==> src/rtl/param_sync_fifo_if.sv <==
// Handshake and status bundle for param_sync_fifo. The producer/consumer
// side uses the master modport; the FIFO itself takes the slave modport.
interface param_sync_fifo_if #(
   parameter int DATA_W = 8,
   parameter int ADDR_W = 5
);
   logic              wr_en;
   logic [DATA_W-1:0] d_in;
   logic              rd_en;
   logic [DATA_W-1:0] d_out;
   logic              full;
   logic              empty;
   logic              almost_full;
   logic              almost_empty;
   logic [ADDR_W:0]   count;
   logic              overflow;
   logic              underflow;

   modport master (
      output wr_en, d_in, rd_en,
      input  d_out, full, empty, almost_full, almost_empty, count,
             overflow, underflow
   );

   modport slave (
      input  wr_en, d_in, rd_en,
      output d_out, full, empty, almost_full, almost_empty, count,
             overflow, underflow
   );
endinterface

==> src/rtl/param_sync_fifo.sv <==
// Single-clock parameterised FIFO with registered status flags.
// FWFT=0: d_out loads the head word on the edge that accepts a read.
// FWFT=1: the head word is pre-fetched into d_out; rd_en acknowledges it.
// In FWFT mode the word sitting in d_out still counts toward occupancy, so
// count covers memory words plus the output register, capped at DEPTH.
module param_sync_fifo #(
   parameter int DATA_W   = 8,
   parameter int ADDR_W   = 5,
   parameter int AF_LEVEL = (2**ADDR_W) - 4,
   parameter int AE_LEVEL = 4,
   parameter int FWFT     = 0
) (
   input logic              clk,
   input logic              rst,
   param_sync_fifo_if.slave bus
);
   localparam int              DEPTH     = 2**ADDR_W;
   localparam logic [ADDR_W:0] DEPTH_CNT = DEPTH[ADDR_W:0];
   localparam logic [ADDR_W:0] AF_CNT    = AF_LEVEL[ADDR_W:0];
   localparam logic [ADDR_W:0] AE_CNT    = AE_LEVEL[ADDR_W:0];
   localparam logic [ADDR_W:0] ONE       = {{ADDR_W{1'b0}}, 1'b1};

   logic [DATA_W-1:0] mem [DEPTH];

   // pointers carry a wrap bit above the address
   logic [ADDR_W:0]   wr_ptr;
   logic [ADDR_W:0]   rd_ptr;
   logic [ADDR_W:0]   count_q;
   logic [ADDR_W:0]   count_nxt;
   logic [DATA_W-1:0] d_out_q;
   logic              valid_q;
   logic              valid_nxt;
   logic              full_q;
   logic              empty_q;
   logic              af_q;
   logic              ae_q;
   logic              overflow_q;
   logic              underflow_q;

   logic              wr_acc;
   logic              rd_acc;
   logic              mem_rd;
   logic              mem_empty;

   // accept decisions, next occupancy and when the memory head is fetched
   always_comb begin
      wr_acc    = bus.wr_en && !full_q;
      rd_acc    = bus.rd_en && !empty_q;
      mem_empty = (wr_ptr == rd_ptr);
      count_nxt = count_q;
      mem_rd    = 1'b0;
      valid_nxt = valid_q;

      if (wr_acc && !rd_acc) begin
         count_nxt = count_q + ONE;
      end else if (!wr_acc && rd_acc) begin
         count_nxt = count_q - ONE;
      end

      if (FWFT != 0) begin
         // refill the output register when it is idle or being popped;
         // a word written this edge is only visible in memory next edge
         mem_rd = (!valid_q || rd_acc) && !mem_empty;
         if (mem_rd) begin
            valid_nxt = 1'b1;
         end else if (rd_acc) begin
            valid_nxt = 1'b0;
         end
      end else begin
         mem_rd    = rd_acc;
         valid_nxt = (count_nxt != '0);
      end
   end

   // storage array; no reset so it can map onto RAM
   always_ff @(posedge clk) begin
      if (wr_acc && !rst) begin
         mem[wr_ptr[ADDR_W-1:0]] <= bus.d_in;
      end
   end

   // pointers, occupancy, output word and registered flags
   always_ff @(posedge clk or posedge rst) begin
      if (rst) begin
         wr_ptr      <= '0;
         rd_ptr      <= '0;
         count_q     <= '0;
         d_out_q     <= '0;
         valid_q     <= 1'b0;
         full_q      <= 1'b0;
         empty_q     <= 1'b1;
         af_q        <= 1'b0;
         ae_q        <= 1'b1;
         overflow_q  <= 1'b0;
         underflow_q <= 1'b0;
      end else begin
         if (wr_acc) begin
            wr_ptr <= wr_ptr + ONE;
         end
         if (mem_rd) begin
            d_out_q <= mem[rd_ptr[ADDR_W-1:0]];
            rd_ptr  <= rd_ptr + ONE;
         end
         count_q     <= count_nxt;
         valid_q     <= valid_nxt;
         empty_q     <= !valid_nxt;
         full_q      <= (count_nxt == DEPTH_CNT);
         af_q        <= (count_nxt >= AF_CNT);
         ae_q        <= (count_nxt <= AE_CNT);
         overflow_q  <= bus.wr_en && full_q;
         underflow_q <= bus.rd_en && empty_q;
      end
   end

   assign bus.d_out        = d_out_q;
   assign bus.full         = full_q;
   assign bus.empty        = empty_q;
   assign bus.almost_full  = af_q;
   assign bus.almost_empty = ae_q;
   assign bus.count        = count_q;
   assign bus.overflow     = overflow_q;
   assign bus.underflow    = underflow_q;
endmodule

==> src/flat_wrapper.sv <==
// flat-port wrapper written by rule: the top's interface ports become plain ports
module param_sync_fifo_flat 
#(
   parameter int DATA_W   = 8,
   parameter int ADDR_W   = 5,
   parameter int AF_LEVEL = (2**ADDR_W) - 4,
   parameter int AE_LEVEL = 4,
   parameter int FWFT     = 0
)
  (clk, rst, bus_wr_en, bus_d_in, bus_rd_en, bus_d_out, bus_full, bus_empty, bus_almost_full, bus_almost_empty, bus_count, bus_overflow, bus_underflow);
  param_sync_fifo_if #(.DATA_W(DATA_W), .ADDR_W(ADDR_W)) bus_i ();
  input logic clk;
  input logic rst;
  input wire logic [$bits(bus_i.wr_en)-1:0] bus_wr_en;
  input wire logic [$bits(bus_i.d_in)-1:0] bus_d_in;
  input wire logic [$bits(bus_i.rd_en)-1:0] bus_rd_en;
  output wire logic [$bits(bus_i.d_out)-1:0] bus_d_out;
  output wire logic [$bits(bus_i.full)-1:0] bus_full;
  output wire logic [$bits(bus_i.empty)-1:0] bus_empty;
  output wire logic [$bits(bus_i.almost_full)-1:0] bus_almost_full;
  output wire logic [$bits(bus_i.almost_empty)-1:0] bus_almost_empty;
  output wire logic [$bits(bus_i.count)-1:0] bus_count;
  output wire logic [$bits(bus_i.overflow)-1:0] bus_overflow;
  output wire logic [$bits(bus_i.underflow)-1:0] bus_underflow;
  assign bus_i.wr_en = bus_wr_en;
  assign bus_i.d_in = bus_d_in;
  assign bus_i.rd_en = bus_rd_en;
  assign bus_d_out = bus_i.d_out;
  assign bus_full = bus_i.full;
  assign bus_empty = bus_i.empty;
  assign bus_almost_full = bus_i.almost_full;
  assign bus_almost_empty = bus_i.almost_empty;
  assign bus_count = bus_i.count;
  assign bus_overflow = bus_i.overflow;
  assign bus_underflow = bus_i.underflow;
  param_sync_fifo #(.DATA_W(DATA_W), .ADDR_W(ADDR_W), .AF_LEVEL(AF_LEVEL), .AE_LEVEL(AE_LEVEL), .FWFT(FWFT)) u_core (.clk(clk), .rst(rst), .bus(bus_i));
endmodule
==> config.mk <==
export PLATFORM = sky130hd
export DESIGN_NAME = param_sync_fifo_flat
export DESIGN_NICKNAME = d
export VERILOG_FILES = /design/src/rtl/param_sync_fifo_if.sv /design/src/rtl/param_sync_fifo.sv /design/src/flat_wrapper.sv
export SDC_FILE = /design/constraint.sdc
export NUM_CORES = 1
export LEC_CHECK = 0
export CAP_MARGIN = 25
export CORE_ASPECT_RATIO = 1.5
export CORE_MARGIN = 3
export CORE_UTILIZATION = 35
export CTS_CLUSTER_SIZE = 12
export DETAILED_ROUTE_END_ITERATION = 12
export SYNTH_ARGS = -nofsm -noshare
export SYNTH_HDL_FRONTEND = slang
export SYNTH_SLANG_ARGS = --single-unit
==> constraint.sdc <==
create_clock -name clk -period 2.7 [get_ports clk]
set_clock_uncertainty 0.15 [all_clocks]
set_input_delay 0.405 -clock clk [delete_from_list [all_inputs] [get_ports clk]]
set_output_delay 0.405 -clock clk [all_outputs]
set_load 0.005 [all_outputs]
# == Yosys cells after proc, flatten, opt, wreduce, memory -nomap -nowiden ==
# Memories as Yosys holds them, arrays and structs flattened. A register that Yosys moved wholly into a read port is not among the register bits.
# Index checks and enable logic that the tools add are counted.
# word_totals
out_inout_bits,20
wordCells,35
regBits,24
ramBits,256
in_bits,12
memories,1
# op_classes
muxes,4
reduce_logical,14
addsub,4
order_cmp,2
eq_ne,1
# memory_table
name,words,word_bits,read_ports,rd_clocked_by_memory_dff,wr,line,source
u_core.mem,32,8,1,1,1,param_sync_fifo.sv:23,logic [DATA_W-1:0] mem [DEPTH];
# op_table
cell,n
adder 6 x 1 -> 6 bit (second input constant),3
2-to-1 mux 6 bit,2
logical AND 1 bit,7
== test 6 bit (second input constant),1
>= comparator 6 x 5 -> 1 bit (second input constant),1
<= comparator 6 x 3 -> 1 bit (second input constant),1
zero test 1 bit,6
nonzero test 6 bit,1
subtractor 6 x 1 -> 6 bit (second input constant),1
2-to-1 mux 1 bit,2

# == Longest topological paths before layout ==
# depth
word_depth,8
ltp_mapped,8

# == Least setup slack after synthesis ==
# Ideal clock, no wire load.
# synth_path
path_kind,register to register
start,reg u_core.wr_ptr[3]
end,"mem u_core.mem[10][0], enable pin"
stages_incl_launch_ff,4
period_less_slack_ns,1.962
arrival_time_ns,1.442
path_slack_ns,0.738
setup_time_ns,0.370
path_buffers,1
path_cell_list,dfrtp_1 -> clkbuf_1 -> or3b_2 -> nor2_1
# synth_rtl
element,line,source
from (decl),param_sync_fifo.sv:26,logic [ADDR_W:0] wr_ptr;
from (signal assigned),param_sync_fifo.sv:98,wr_ptr <= wr_ptr + ONE;
to (decl),param_sync_fifo.sv:23,
# Straight into the memory's write port.

==> impl_metrics.env <==
export IMPL_synthMuxAreaShare_pct=11.1
export IMPL_switchingPower_mw=4.11
export IMPL_timing_rr_end="u_core.bus.d_out[6]"
export IMPL_powerDensity_nw_per_um2=963
export IMPL_reg2reg_slack_ns=0.14
export IMPL_die_area_um2=35300
export IMPL_die_y_um=229
export IMPL_cts_tree="yes"
export IMPL_setup_viol=0
export IMPL_fin_nets=796
export IMPL_combPwrFrac_pct=31.7
export IMPL_relSlewSlack_pct=40.6
export IMPL_required_ns=2.94
export IMPL_cts_sinks=286
export IMPL_syn_area_per_cell_um2=16.9
export IMPL_hp_class="primary input to async pin"
export IMPL_detailed_place_hpwl_um=16300
export IMPL_clock_path_buffers=3
export IMPL_rsz0062_at_grt="no"
export IMPL_wl_per_cell_um=20.6
export IMPL_period_share_pct=94.9
export IMPL_dr_wl_met2_um=13000
export IMPL_min_period_ns=2.56
export IMPL_first_global_vias=6254
export IMPL_endpoint_kind="flip-flop"
export IMPL_crit_chain="nor2b_2 > buf_4 > a221oi_1 > o22ai_1 > o41ai_2"
export IMPL_tightest_slew_ns=0.888
export IMPL_postCtsSetupBuffers=0
export IMPL_switching_share_pct=31.7
export IMPL_syn_to_final_growth_pct=16.3
export IMPL_status="complete, no violations"
export IMPL_synth_warnings=0
export IMPL_internal_power_mw=8.85
export IMPL_cp_max_fo=17
export IMPL_drt_pass1_iter_count=5
export IMPL_reg2reg_depth=5
export IMPL_start_util_pct=35.9
export IMPL_drt_iter0_drc=374
export IMPL_synth_simple_gate_area_share_pct=4.58
export IMPL_chipWidth_um=154
export IMPL_grt_pass1_wl_um=37700
export IMPL_syn_instance_count=686
export IMPL_slowest_stage="nor2b_2"
export IMPL_cts_made_buffers=27
export IMPL_p_seq_share_pct=42.4
export IMPL_synthAdderAreaFrac_pct=0.757
export IMPL_overflow=0
export IMPL_layout_drive_gt1_share_pct=15.2
export IMPL_crit_family="simple AND/OR/NAND/NOR gates"
export IMPL_grt_total_usage_pct=13.9
export IMPL_cp_num_buf_inv=1
export IMPL_startpoint_type="flip-flop"
export IMPL_synth_seq_area_share_pct=72.9
export IMPL_rows=80
export IMPL_synthXorXnorAreaFrac_pct=0.897
export IMPL_fin_total_pwr_mw=13.0
export IMPL_clk_transition_reported_paths_ns=0.06
export IMPL_vias_per_cell=5.01
export IMPL_io_pins=32
export IMPL_n_antenna_cell=0
export IMPL_port_buffers=31
export IMPL_cp_arrival_ns=2.80
export IMPL_cts_hold_fix_buffers=0
export IMPL_antenna_found_initial=0
export IMPL_clkPwrFrac_pct=25.8
export IMPL_ys_ff_latch=286
export IMPL_synth_nets=705
export IMPL_vias=6053
export IMPL_timing_rr_start="u_core.rd_ptr[2]"
export IMPL_synthesis_area_um2=11600
export IMPL_route_met3_wl_um=843
export IMPL_detail_route_antenna_nets=0
export IMPL_grt_max_degree=39
export IMPL_clockRootBuffer="clkbuf_16"
export IMPL_slew_violations=0
export IMPL_clock_latency_ns=0.53
export IMPL_coreArea_um2=32200
export IMPL_routed_top_layer="met4"
export IMPL_clock_fmax_ghz=0.390
export IMPL_met1Wirelength_um=10100
export IMPL_vdd_drop_max_mv=0.611
export IMPL_synth_edf_count=256
export IMPL_cts_htree_levels=1
export IMPL_drc=0
export IMPL_synth_top_family_by_area="multiplexers"
export IMPL_cap_violations=0
export IMPL_async_flop_share_pct=10.5
export IMPL_criticalPathCategory="flip-flop to flip-flop"
export IMPL_leakagePower_nw=4.79
export IMPL_cpPeakStageDelay_ns=0.78
export IMPL_synth_distinct_cells=46
export IMPL_fin_tns_setup_ns=0
export IMPL_hold_viol_final=0
export IMPL_gp_congestion=0.853
export IMPL_drt_total_wl_um=24900
export IMPL_cts_resized=0
export IMPL_yosys_most_used_dff="edfxtp_1"
export IMPL_synth_compound_area_share_pct=7.43
## cells in the final DEF, fill, tap and decap left out, drive strengths merged, types with 10 or more instances in the layout
cell type	netlist	final
edfxtp	256	256
mux2i	128	128
buf	27	69
clkbuf	11	49
nor2	40	40
a22oi	33	33
clkdlybuf4s50	0	31
dfrtp	28	28
nand2	22	22
a22o	17	17
a21oi	16	16
a221oi	16	16
xnor2	10	10
## worst max-delay path by stage
stage,endpoint,start,slack (ns),cells past startpoint
after floorplan,u_core.mem[10][0],u_core.wr_ptr[3],0.74,3
after global placement,u_core.mem[19][5],bus_wr_en,0.17,6
after detailed placement,u_core.mem[6][6],bus_wr_en,0.09,6
after CTS,u_core.bus.d_out[2],u_core.rd_ptr[2],0.26,6
after global routing,u_core.bus.d_out[6],u_core.rd_ptr[2],0.11,5
final,u_core.bus.d_out[6],u_core.rd_ptr[2],0.14,5
## through the flow
step / setup slack, ns / hold slack (ns) / std cells / util [%] / cell area (um^2)
floorplan: 0.738 / 0.324 / 686 / - / 11600
global placement: 0.171 / 0.322 / 1158 / 39.4 / 12700
detailed placement: 0.0931 / 0.315 / 1158 / 39.4 / 12700
CTS: 0.256 / 0.00728 / 1207 / 41.8 / 13500
global route: 0.110 / 0.0290 / 1207 / 41.8 / 13500
finish: 0.137 / 0.0126 / 1207 / 41.8 / 13500
## cell type report
type                       count  area (um^2)
clock buffer                  49          758
timing repair buffer         100          853
multi-input combinational    357         2870
inverter                       5         18.8
tap                          410          513
sequential                   286         8440
fill                        2935        18800
## power groups by stage
| stage | Sequential [mW] | Combinational (mW) | Clock (mW) |
|---|---|---|---|
| 2_1_floorplan | 5.43 | 2.84 | 0 |
| 3_3_place_gp | 5.59 | 4.10 | 0 |
| 3_5_place_dp | 5.58 | 4.14 | 0 |
| 4_1_cts | 5.49 | 4.16 | 3.43 |
| 5_1_grt | 5.53 | 4.42 | 3.62 |
| 6_report | 5.50 | 4.12 | 3.35 |
## synth_stat cells (2+ instances only)
master | count | share of area (%)
edfxtp_1 | 256 | 66
mux2i_1 | 128 | 11
nor2_1 | 40 | 1.3
a22oi_1 | 33 | 2.1
dfrtp_1 | 28 | 6.1
nand2_1 | 22 | 0.71
a22o_1 | 17 | 1.3
a21oi_1 | 16 | 0.69
a221oi_1 | 15 | 1.1
clkbuf_1 | 10 | 0.32
xnor2_1 | 9 | 0.68
buf_6 | 8 | 0.78
o22ai_1 | 8 | 0.43
o41ai_2 | 8 | 1.1
and2_1 | 7 | 0.38
buf_4 | 7 | 0.45
ha_1 | 7 | 0.76
buf_2 | 6 | 0.26
o21ai_0 | 6 | 0.26
buf_1 | 5 | 0.16
inv_1 | 5 | 0.16
nand4_1 | 5 | 0.27
nand2b_1 | 4 | 0.22
nand3_1 | 3 | 0.13
nand3b_1 | 3 | 0.19
nor2b_1 | 3 | 0.16
nor3_1 | 3 | 0.13
or3_1 | 3 | 0.16
and3_4 | 2 | 0.19
dfstp_2 | 2 | 0.45
or3b_2 | 2 | 0.15
## worst register-to-register path: stages (launching register included)
cell and delay, ns:
dfrtp_1 0.46, nor2b_2 0.78, buf_4 0.37, a221oi_1 0.14, o22ai_1 0.38, o41ai_2 0.15
## layer usage
metal / up-vias / global-route usage, %
met5: - / 0
met1: 3015 / 16.9
met3: 48 / 1.99
met2: 118 / 24.8
met4: 0 / 5.52
li1: 2872 / -
## registers in the layout, indices dropped and copies added (netlist names)
register and flops:
u_core.mem 256, u_core.bus.d_out 8, u_core.bus.count 6, u_core.rd_ptr 5, u_core.wr_ptr 5, u_core.bus.almost_empty 1, u_core.bus.almost_full 1, u_core.bus.empty 1
u_core.bus.full 1, u_core.bus.overflow 1, u_core.bus.underflow 1
## cells by family after synthesis
logic type / Yosys count
compound gates: 107
fa+ha+maj: 7
xor+xnor: 11
flops: 286
simple gates: 104
buf+inv: 43
mux: 128
(Power assumes the default switching activity.)
